### config.mk
export PLATFORM = sky130hd
export DESIGN_NAME = serial_word_sequencer
export DESIGN_NICKNAME = d
export VERILOG_FILES = /design/src/rtl/serial_word_sequencer.sv
export SDC_FILE = /design/constraint.sdc
export NUM_CORES = 1
export LEC_CHECK = 0
export ABC_AREA = 1
export CORE_ASPECT_RATIO = 0.6
export CORE_MARGIN = 2
export CORE_UTILIZATION = 45
export CTS_CLUSTER_SIZE = 25
export DETAILED_ROUTE_END_ITERATION = 6
export GPL_ROUTABILITY_DRIVEN = 0
export HOLD_SLACK_MARGIN = 0.06
export PLACE_DENSITY_LB_ADDON = 0.2
export SETUP_SLACK_MARGIN = 0.02
export SLEW_MARGIN = 0
export SYNTH_ARGS = -nofsm -noshare
export SYNTH_HDL_FRONTEND = slang
export SYNTH_SLANG_ARGS = --single-unit
export TNS_END_PERCENT = 1
### constraint.sdc
create_clock -name sys_clk -period 3.18 [get_ports sys_clk]
set_input_delay 0.795 -clock sys_clk [delete_from_list [all_inputs] [get_ports sys_clk]]
set_output_delay 0.795 -clock sys_clk [all_outputs]
set_load 0.01 [all_outputs]
### src/rtl/serial_word_sequencer.sv
// Assembles edge-detector sample pulses into fixed-width serial words and offers them on a valid/ready holding register.
// Also reports framing errors (discarded partial words) and holding-register overruns.
module serial_word_sequencer #(
   parameter int WORD_WIDTH     = 8,
   parameter bit MSB_FIRST      = 1'b1,
   parameter int TIMEOUT_CYCLES = 1024
) (
   input  logic                                sys_clk,
   input  logic                                rst,
   input  logic                                en,
   input  logic                                frame_start,
   input  logic                                frame_end,
   input  logic                                sample_edge,
   input  logic                                data_bit,
   input  logic                                rx_ready,
   input  logic                                clr_status,
   output logic [WORD_WIDTH-1:0]               rx_data,
   output logic                                rx_valid,
   output logic                                busy,
   output logic [$clog2(WORD_WIDTH+1)-1:0]     bit_cnt,
   output logic                                overrun,
   output logic                                frame_err
);

   localparam int BCW = $clog2(WORD_WIDTH + 1);
   localparam int TW  = (TIMEOUT_CYCLES > 0) ? $clog2(TIMEOUT_CYCLES + 1) : 1;
   localparam logic [BCW-1:0] LAST_BIT = BCW'(WORD_WIDTH - 1);
   localparam logic [TW-1:0]  TMO_LAST = TW'((TIMEOUT_CYCLES > 0) ? TIMEOUT_CYCLES - 1 : 0);
   localparam bit             TMO_EN   = (TIMEOUT_CYCLES != 0);

   typedef enum logic {S_IDLE, S_ACTIVE} state_t;

   state_t                state_q, state_d;
   logic [WORD_WIDTH-1:0] shift_q, shift_d;
   logic [BCW-1:0]        bit_cnt_q, bit_cnt_d;
   logic [TW-1:0]         tmo_q, tmo_d;
   logic [WORD_WIDTH-1:0] rx_data_q, rx_data_d;
   logic                  rx_valid_q, rx_valid_d;
   logic                  busy_q, busy_d;
   logic                  overrun_q, overrun_d;
   logic                  frame_err_q, frame_err_d;

   logic                  word_done;
   logic                  overrun_set;
   logic                  ferr_set;
   logic [BCW-1:0]        cnt_after;

   function automatic logic [WORD_WIDTH-1:0] shift_in(input logic [WORD_WIDTH-1:0] sr,
                                                      input logic                  b);
      if (MSB_FIRST)
         return {sr[WORD_WIDTH-2:0], b};
      else
         return {b, sr[WORD_WIDTH-1:1]};
   endfunction

   always_comb begin
      state_d     = state_q;
      shift_d     = shift_q;
      bit_cnt_d   = bit_cnt_q;
      tmo_d       = tmo_q;
      rx_data_d   = rx_data_q;
      rx_valid_d  = rx_valid_q;
      word_done   = 1'b0;
      overrun_set = 1'b0;
      ferr_set    = 1'b0;
      cnt_after   = bit_cnt_q;

      if (rx_valid_q && rx_ready)
         rx_valid_d = 1'b0;

      case (state_q)
         S_IDLE: begin
            bit_cnt_d = '0;
            tmo_d     = '0;
            if (en && frame_start && !frame_end)
               state_d = S_ACTIVE;
         end

         S_ACTIVE: begin
            if (!en) begin
               state_d   = S_IDLE;
               bit_cnt_d = '0;
               tmo_d     = '0;
            end else begin
               // The bit of this cycle is absorbed before any frame event is judged.
               if (sample_edge) begin
                  shift_d = shift_in(shift_q, data_bit);
                  if (bit_cnt_q == LAST_BIT) begin
                     word_done = 1'b1;
                     cnt_after = '0;
                  end else begin
                     cnt_after = bit_cnt_q + 1'b1;
                  end
               end
               bit_cnt_d = cnt_after;
               tmo_d     = (sample_edge || !TMO_EN) ? '0 : tmo_q + 1'b1;

               if (frame_end) begin
                  ferr_set  = |cnt_after;
                  state_d   = S_IDLE;
                  bit_cnt_d = '0;
                  tmo_d     = '0;
               end else if (frame_start) begin
                  ferr_set  = |cnt_after;
                  bit_cnt_d = '0;
                  tmo_d     = '0;
               end else if (TMO_EN && !sample_edge && tmo_q == TMO_LAST) begin
                  ferr_set  = |bit_cnt_q;
                  state_d   = S_IDLE;
                  bit_cnt_d = '0;
                  tmo_d     = '0;
               end
            end
         end

         default: begin
            state_d   = S_IDLE;
            bit_cnt_d = '0;
            tmo_d     = '0;
         end
      endcase

      // A completing word may replace one that is leaving this same cycle.
      if (word_done) begin
         if (!rx_valid_q || rx_ready) begin
            rx_data_d  = shift_d;
            rx_valid_d = 1'b1;
         end else begin
            overrun_set = 1'b1;
         end
      end

      overrun_d   = overrun_set | (overrun_q & ~clr_status);
      frame_err_d = ferr_set | (frame_err_q & ~clr_status);
      busy_d      = (state_d == S_ACTIVE);
   end

   always_ff @(posedge sys_clk or posedge rst) begin
      if (rst) begin
         state_q     <= S_IDLE;
         shift_q     <= '0;
         bit_cnt_q   <= '0;
         tmo_q       <= '0;
         rx_data_q   <= '0;
         rx_valid_q  <= 1'b0;
         busy_q      <= 1'b0;
         overrun_q   <= 1'b0;
         frame_err_q <= 1'b0;
      end else begin
         state_q     <= state_d;
         shift_q     <= shift_d;
         bit_cnt_q   <= bit_cnt_d;
         tmo_q       <= tmo_d;
         rx_data_q   <= rx_data_d;
         rx_valid_q  <= rx_valid_d;
         busy_q      <= busy_d;
         overrun_q   <= overrun_d;
         frame_err_q <= frame_err_d;
      end
   end

   assign rx_data   = rx_data_q;
   assign rx_valid  = rx_valid_q;
   assign busy      = busy_q;
   assign bit_cnt   = bit_cnt_q;
   assign overrun   = overrun_q;
   assign frame_err = frame_err_q;

endmodule

==> flow_summary.json, run 1 <==
{
  "outcome": "finished clean",
  "hold_viol": 0,
  "htree_num_levels": 2,
  "maxCapViolations": 0,
  "worstSkewPairLatency_ns": 0.28,
  "finalSetupViolCount": 0,
  "holdBufCountCts": 0,
  "preCtsSetupSlack_ns": 0.789,
  "tns_ns": 0,
  "die_h_um": 50.4,
  "synthAdderAreaFrac": 0.0233,
  "yosys-top-cells-count": "69 x nand2_1, 35 x dfrtp_1, 21 x inv_1",
  "fin_crit_sh": 0.674,
  "required_ns": 2.38,
  "ys_ff_latch": 35,
  "numCtsBuffers": 5,
  "path_class": "flop to output pin",
  "wl_met2_um": 1440,
  "routed.top_layer": "met4",
  "worstSetupStartpoint": "bit_cnt[2]$_DFF_PP0_",
  "min_from": "tmo_q[0]$_DFF_PP0_",
  "final_max_slew_viol_count": 0,
  "initial_core_util": 0.482,
  "final_nets": 234,
  "wl_per_cell_um": 12.3,
  "fin_total_pwr_w": 0.000851,
  "syn-num-nets": 203,
  "clock_path_buffers": 2,
  "min_period_ns": 2.14,
  "die_area_mm2": 0.00409,
  "ant_nets": 0,
  "fill_cells": 291,
  "via_count": 1291,
  "path_buf_inv": 1,
  "cp_slowest_stage_delay_ns": 0.59,
  "reg2reg_from": "tmo_q[0]$_DFF_PP0_",
  "cts_root_buf": "clkbuf_8",
  "cp_max_fo": 6,
  "ir_drop_uv": 283,
  "seq_area_frac_synth": 0.543,
  "dpl.hpwl_um": 2530,
  "yosys_warnings": 0,
  "synth_edf_count": 0,
  "critPathLaunchType": "flop",
  "grt_util_all_layers": 0.194,
  "portBuffers": 24,
  "antenna_cells": 0,
  "leakage_nw": 0.998,
  "core_mm2": 0.00334,
  "arrival_ns": 1.35,
  "synthXorXnorAreaFrac": 0.0109,
  "synthFlopType": "dfrtp_1",
  "drc": 0,
  "die_w_um": 81.3,
  "cts_sinks": 35,
  "worst_pin_slew_ns": 0.767,
  "yosysTopAreaCellShare": 0.543,
  "multi_input_area_um2": 643,
  "synth-simple-area-share": 0.303,
  "drt-met1-wl_um": 1610,
  "clock_skew_ns": 0.00305,
  "p_per_area_mw_per_mm2": 427,
  "synth_most_common_cell": "nand2_1",
  "endpoint_kind": "output pin",
  "row_count": 16,
  "synth_area_leaders": "dfrtp_1 54%, nand2_1 16%, inv_1 4.9%",
  "syn_area_mm2": 0.00161,
  "grt_max_degree": 36,
  "synth.largest_area_cell": "dfrtp_1",
  "path_cells": "clkdlybuf4s50_1",
  "syn2layout_area_growth_pct": 23.6,
  "hold_ws_ns": 0.470,
  "drt-total-wl_um": 3290,
  "grt_pass1_vias": 1339,
  "cpMaxStageDelayCell": "clkdlybuf4s50_1",
  "cts_resized": 0,
  "ys_types": 24,
  "drive_above_1_share": 0.0766,
  "clk_pin_slew_ns": 0.07,
  "synth.mux.area_fraction": 0,
  "antenna_found_initial": 0,
  "post_cts_buffers": 0,
  "register_area_um2": 876,
  "netlist_instances": 191,
  "synth_compound_area_frac": 0.0613,
  "crit_family": "buffers and inverters",
  "vias_per_cell": 4.84,
  "async_flop_share": 1.00,
  "max_freq_ghz": 0.466,
  "gr-total-overflow": 0,
  "drt_iter0_markers": 52,
  "ios": 25,
  "grt_setup_unrepaired": "no",
  "slew_headroom": 0.487,
  "tritoncts": "built",
  "first_pass_iters": 4,
  "grt_pass1_wl_um": 5870,
  "syn_area_per_cell_um2": 8.44,
  "fin_ws_ns": 1.04,
  "synth_top_family_by_area": "simple AND/OR/NAND/NOR gates",
  "hold_class": "flop to flop",
  "wl_met3_um": 178
}
-- cell families (layout without fill, tap and decap cells) --
family / count (synthesis) / count (layout)
XOR/XNOR: 2 / 2
adder cells (fa/ha/maj): 3 / 3
AO/OA/AOI/OAI: 18 / 18
buffers and inverters: 23 / 54
flip-flops: 35 / 35
AND/OR/NAND/NOR: 110 / 110
-- cell type report --
class / count / area share
clock buffer: 6 / 0.0414
clock inverter: 1 / 0.00251
inverter: 22 / 0.0414
multi-input combinational: 133 / 0.323
sequential: 35 / 0.439
tap: 45 / 0.0282
timing repair buffer: 25 / 0.124
-- per-stage QoR --
stage | instances | cell area (um2) | utilization
2_1_floorplan | 191 | 1610 | -
5_1_grt | 267 | 1990 | 0.596
3_3_place_gp | 260 | 1910 | 0.570
6_report | 267 | 1990 | 0.596
4_1_cts | 267 | 1990 | 0.596
3_5_place_dp | 260 | 1910 | 0.570
-- worst reg2reg max path: cells and delay by family, from the launching register on --
family / cells / cell delay (ns)
simple gates: 7 / 0.98
flops: 1 / 0.37
fa+ha+maj: 1 / 0.17
-- layout by cell type, fill, tap and decap left out, types with 3 or more instances in the layout --
cell and instances:
nand3_1 8, clkbuf_8 6, o21ai_1 8, nor3_1 5
nand2_1 69, inv_1 21, a21oi_1 6, clkdlybuf4s50_1 24
ha_1 3, nor2_1 20, dfrtp_1 35
-- flip-flops by register name, summed over array words and instances (netlist names) --
| register | cells |
|---|---|
| overrun | 1 |
| tmo_q | 11 |
| rx_data | 8 |
| shift_q | 8 |
| rx_valid | 1 |
| busy | 1 |
| bit_cnt | 4 |
| frame_err | 1 |
-- routing by layer --
layer,global-route usage,vias to the layer above
li1,-,655
met2,0.310,27
met4,0.0650,0
met3,0.0773,8
met5,0,-
met1,0.239,601
-- where the power goes --
part | internal (W) | total, W | switching (W)
combinational | 0.0000237 | 0.0000616 | 0.0000378
sequential | 0.000463 | 0.000472 | 0.00000865
clock | 0.000170 | 0.000318 | 0.000148
-- path summary, 6_finish.rpt --
check	endpoint	slack, ns	depth (start not counted)
max reg2reg	tmo_q[3]$_DFF_PP0_	1.53	8
max	bit_cnt[2]	1.04	1
min in group asynchronous	rx_data[7]$_DFFE_PP0P_	0.92	3
max in group asynchronous	bit_cnt[0]$_DFF_PP0_	1.96	3
min	tmo_q[0]$_DFF_PP0_	0.47	1
min reg2reg	tmo_q[0]$_DFF_PP0_	0.47	1
No activity file was read; power rests on OpenSTA's default activity.
==> run 2: changes to the inputs <==
==> constraint.sdc (replaced) <==
create_clock -name sys_clk -period 2.2 [get_ports sys_clk]
set_input_delay 0.55 -clock sys_clk [delete_from_list [all_inputs] [get_ports sys_clk]]
set_output_delay 0.55 -clock sys_clk [all_outputs]
set_load 0.01 [all_outputs]
==> run 2 against run 1 <==
  * Total power increased by 42%
  * Die area is the same
  * Critical path depth did not move
  * Wire length grew 2.3%
==> flow_summary.json, run 2 (synthesis gave the netlist of run 1 again) <==
{
  "outcome": "finished clean",
  "clk_pin_slew_ns": 0.06,
  "register_area_um2": 876,
  "arrival_ns": 1.37,
  "holdPathStages": 1,
  "drt_iter0_markers": 185,
  "row_count": 16,
  "final_max_slew_viol_count": 0,
  "numCtsBuffers": 5,
  "p_per_area_mw_per_mm2": 604,
  "layout_commonest_cell": "nand2_1",
  "gr-total-overflow": 0,
  "leakage_nw": 0.999,
  "cts_sinks": 35,
  "cp_max_fo": 6,
  "ios": 25,
  "fill_cells": 287,
  "final_cell_mix": "69 x nand2_1, 35 x dfrtp_1, 24 x clkdlybuf4s50_1",
  "die_area_mm2": 0.00409,
  "finalNonFillerCells": 269,
  "worstSkewPairLatency_ns": 0.28,
  "tritoncts": "built",
  "largest_reg_flops": 11,
  "worst_pin_slew_ns": 0.426,
  "die_h_um": 50.4,
  "crit_family": "buffers and inverters",
  "clock_path_buffers": 2,
  "dpl.hpwl_um": 2490,
  "hold_class": "flop to flop",
  "multi_input_area_um2": 643,
  "required_ns": 1.65,
  "drive_above_1_share": 0.0759,
  "ff2ff_path_depth": 8,
  "cpMaxStageDelayCell": "clkdlybuf4s50_1",
  "antenna_found_initial": 0,
  "vias_per_cell": 4.79,
  "syn2layout_area_growth_pct": 23.7,
  "wl_per_cell_um": 12.5,
  "htree_num_levels": 2,
  "preCtsSetupSlack_ns": 0.0786,
  "cp.depth": 1,
  "initial_core_util": 0.482,
  "cts_resized": 0,
  "min_period_ns": 1.92,
  "grt_pass1_wl_um": 5660,
  "ant_nets": 0,
  "path_buf_inv": 1,
  "path_class": "flop to output pin",
  "critPathLaunchType": "flop",
  "fin_ws_ns": 0.281,
  "grt_setup_unrepaired": "no",
  "holdBufCountCts": 0,
  "max_freq_ghz": 0.521,
  "clock_skew_ns": 0.00453,
  "fin_crit_sh": 0.872,
  "drt-total-wl_um": 3360,
  "antenna_cells": 0,
  "portBuffers": 24,
  "ir_drop_uv": 370,
  "grt_pass1_vias": 1271,
  "hold_viol": 0,
  "path_cells": "clkdlybuf4s50_1",
  "endpoint_kind": "output pin",
  "post_cts_buffers": 0,
  "maxCapViolations": 0,
  "final_nets": 235,
  "drc": 0,
  "grt_max_degree": 36,
  "dp_cells": 261,
  "core_mm2": 0.00334,
  "cp_slowest_stage_delay_ns": 0.60,
  "grt_util_all_layers": 0.187,
  "via_count": 1289,
  "top_register": "tmo_q",
  "slew_headroom": 0.716,
  "cts_root_buf": "clkbuf_8",
  "finalSetupViolCount": 0,
  "fin_total_pwr_w": 0.00120,
  "first_pass_iters": 4,
  "die_w_um": 81.3,
  "tns_ns": 0
}
run 2: where the power goes:
part | switching (W) | total (W) | internal [W] | leakage, nW
registers | 0.0000129 | 0.000682 | 0.000669 | 0.483
logic | 0.0000543 | 0.0000887 | 0.0000344 | 0.473
clock network | 0.000212 | 0.000434 | 0.000222 | 0.0422
run 2: final cells by class:
cell class / count / area share
timing repair buffer: 26 / 0.128
multi-input combinational: 133 / 0.322
tap: 45 / 0.0282
sequential: 35 / 0.439
inverter: 22 / 0.0414
clock buffer: 7 / 0.0383
clock inverter: 1 / 0.00251
run 2: worst paths after layout:
kind                                 endpoint  slack [ns]            startpoint
setup / recovery                   bit_cnt[2]        0.28  bit_cnt[2]$_DFF_PP0_
hold reg to reg            tmo_q[0]$_DFF_PP0_        0.46    tmo_q[0]$_DFF_PP0_
min in group asynchronous  tmo_q[2]$_DFF_PP0_        0.67                   rst
setup reg to reg           tmo_q[3]$_DFF_PP0_        0.56    tmo_q[0]$_DFF_PP0_
max in group asynchronous   overrun$_DFF_PP0_        1.22                   rst
hold / removal             tmo_q[0]$_DFF_PP0_        0.46    tmo_q[0]$_DFF_PP0_
run 2: per-layer routing:
layer	share of wire	routed length (um)	GRT usage	vias up
met5	0	0	0	-
met4	0.0036	12	0.0593	0
met3	0.056	189	0.0594	2
met2	0.45	1520	0.287	43
met1	0.49	1640	0.254	582
li1	-	-	-	662
run 2: per-stage QoR:
step | utilization | cell area, um2 | hold slack [ns]
CTS | 0.597 | 1990 | 0.463
floorplan | - | 1610 | 0.433
global route | 0.597 | 1990 | 0.486
global placement | 0.572 | 1910 | 0.449
finish | 0.597 | 1990 | 0.459
detailed placement | 0.572 | 1910 | 0.454
==> run 3: changes to the inputs <==
--- a/config.mk
+++ b/config.mk
@@ -12,7 +12,7 @@
 export CTS_CLUSTER_SIZE = 25
 export DETAILED_ROUTE_END_ITERATION = 6
 export GPL_ROUTABILITY_DRIVEN = 0
-export HOLD_SLACK_MARGIN = 0.06
+export HOLD_SLACK_MARGIN = 0.15
 export PLACE_DENSITY_LB_ADDON = 0.2
 export SETUP_SLACK_MARGIN = 0.02
 export SLEW_MARGIN = 0
==> results of run 3 <==
Same layout as run 2: the final DEF is identical, and so are final timing and power.
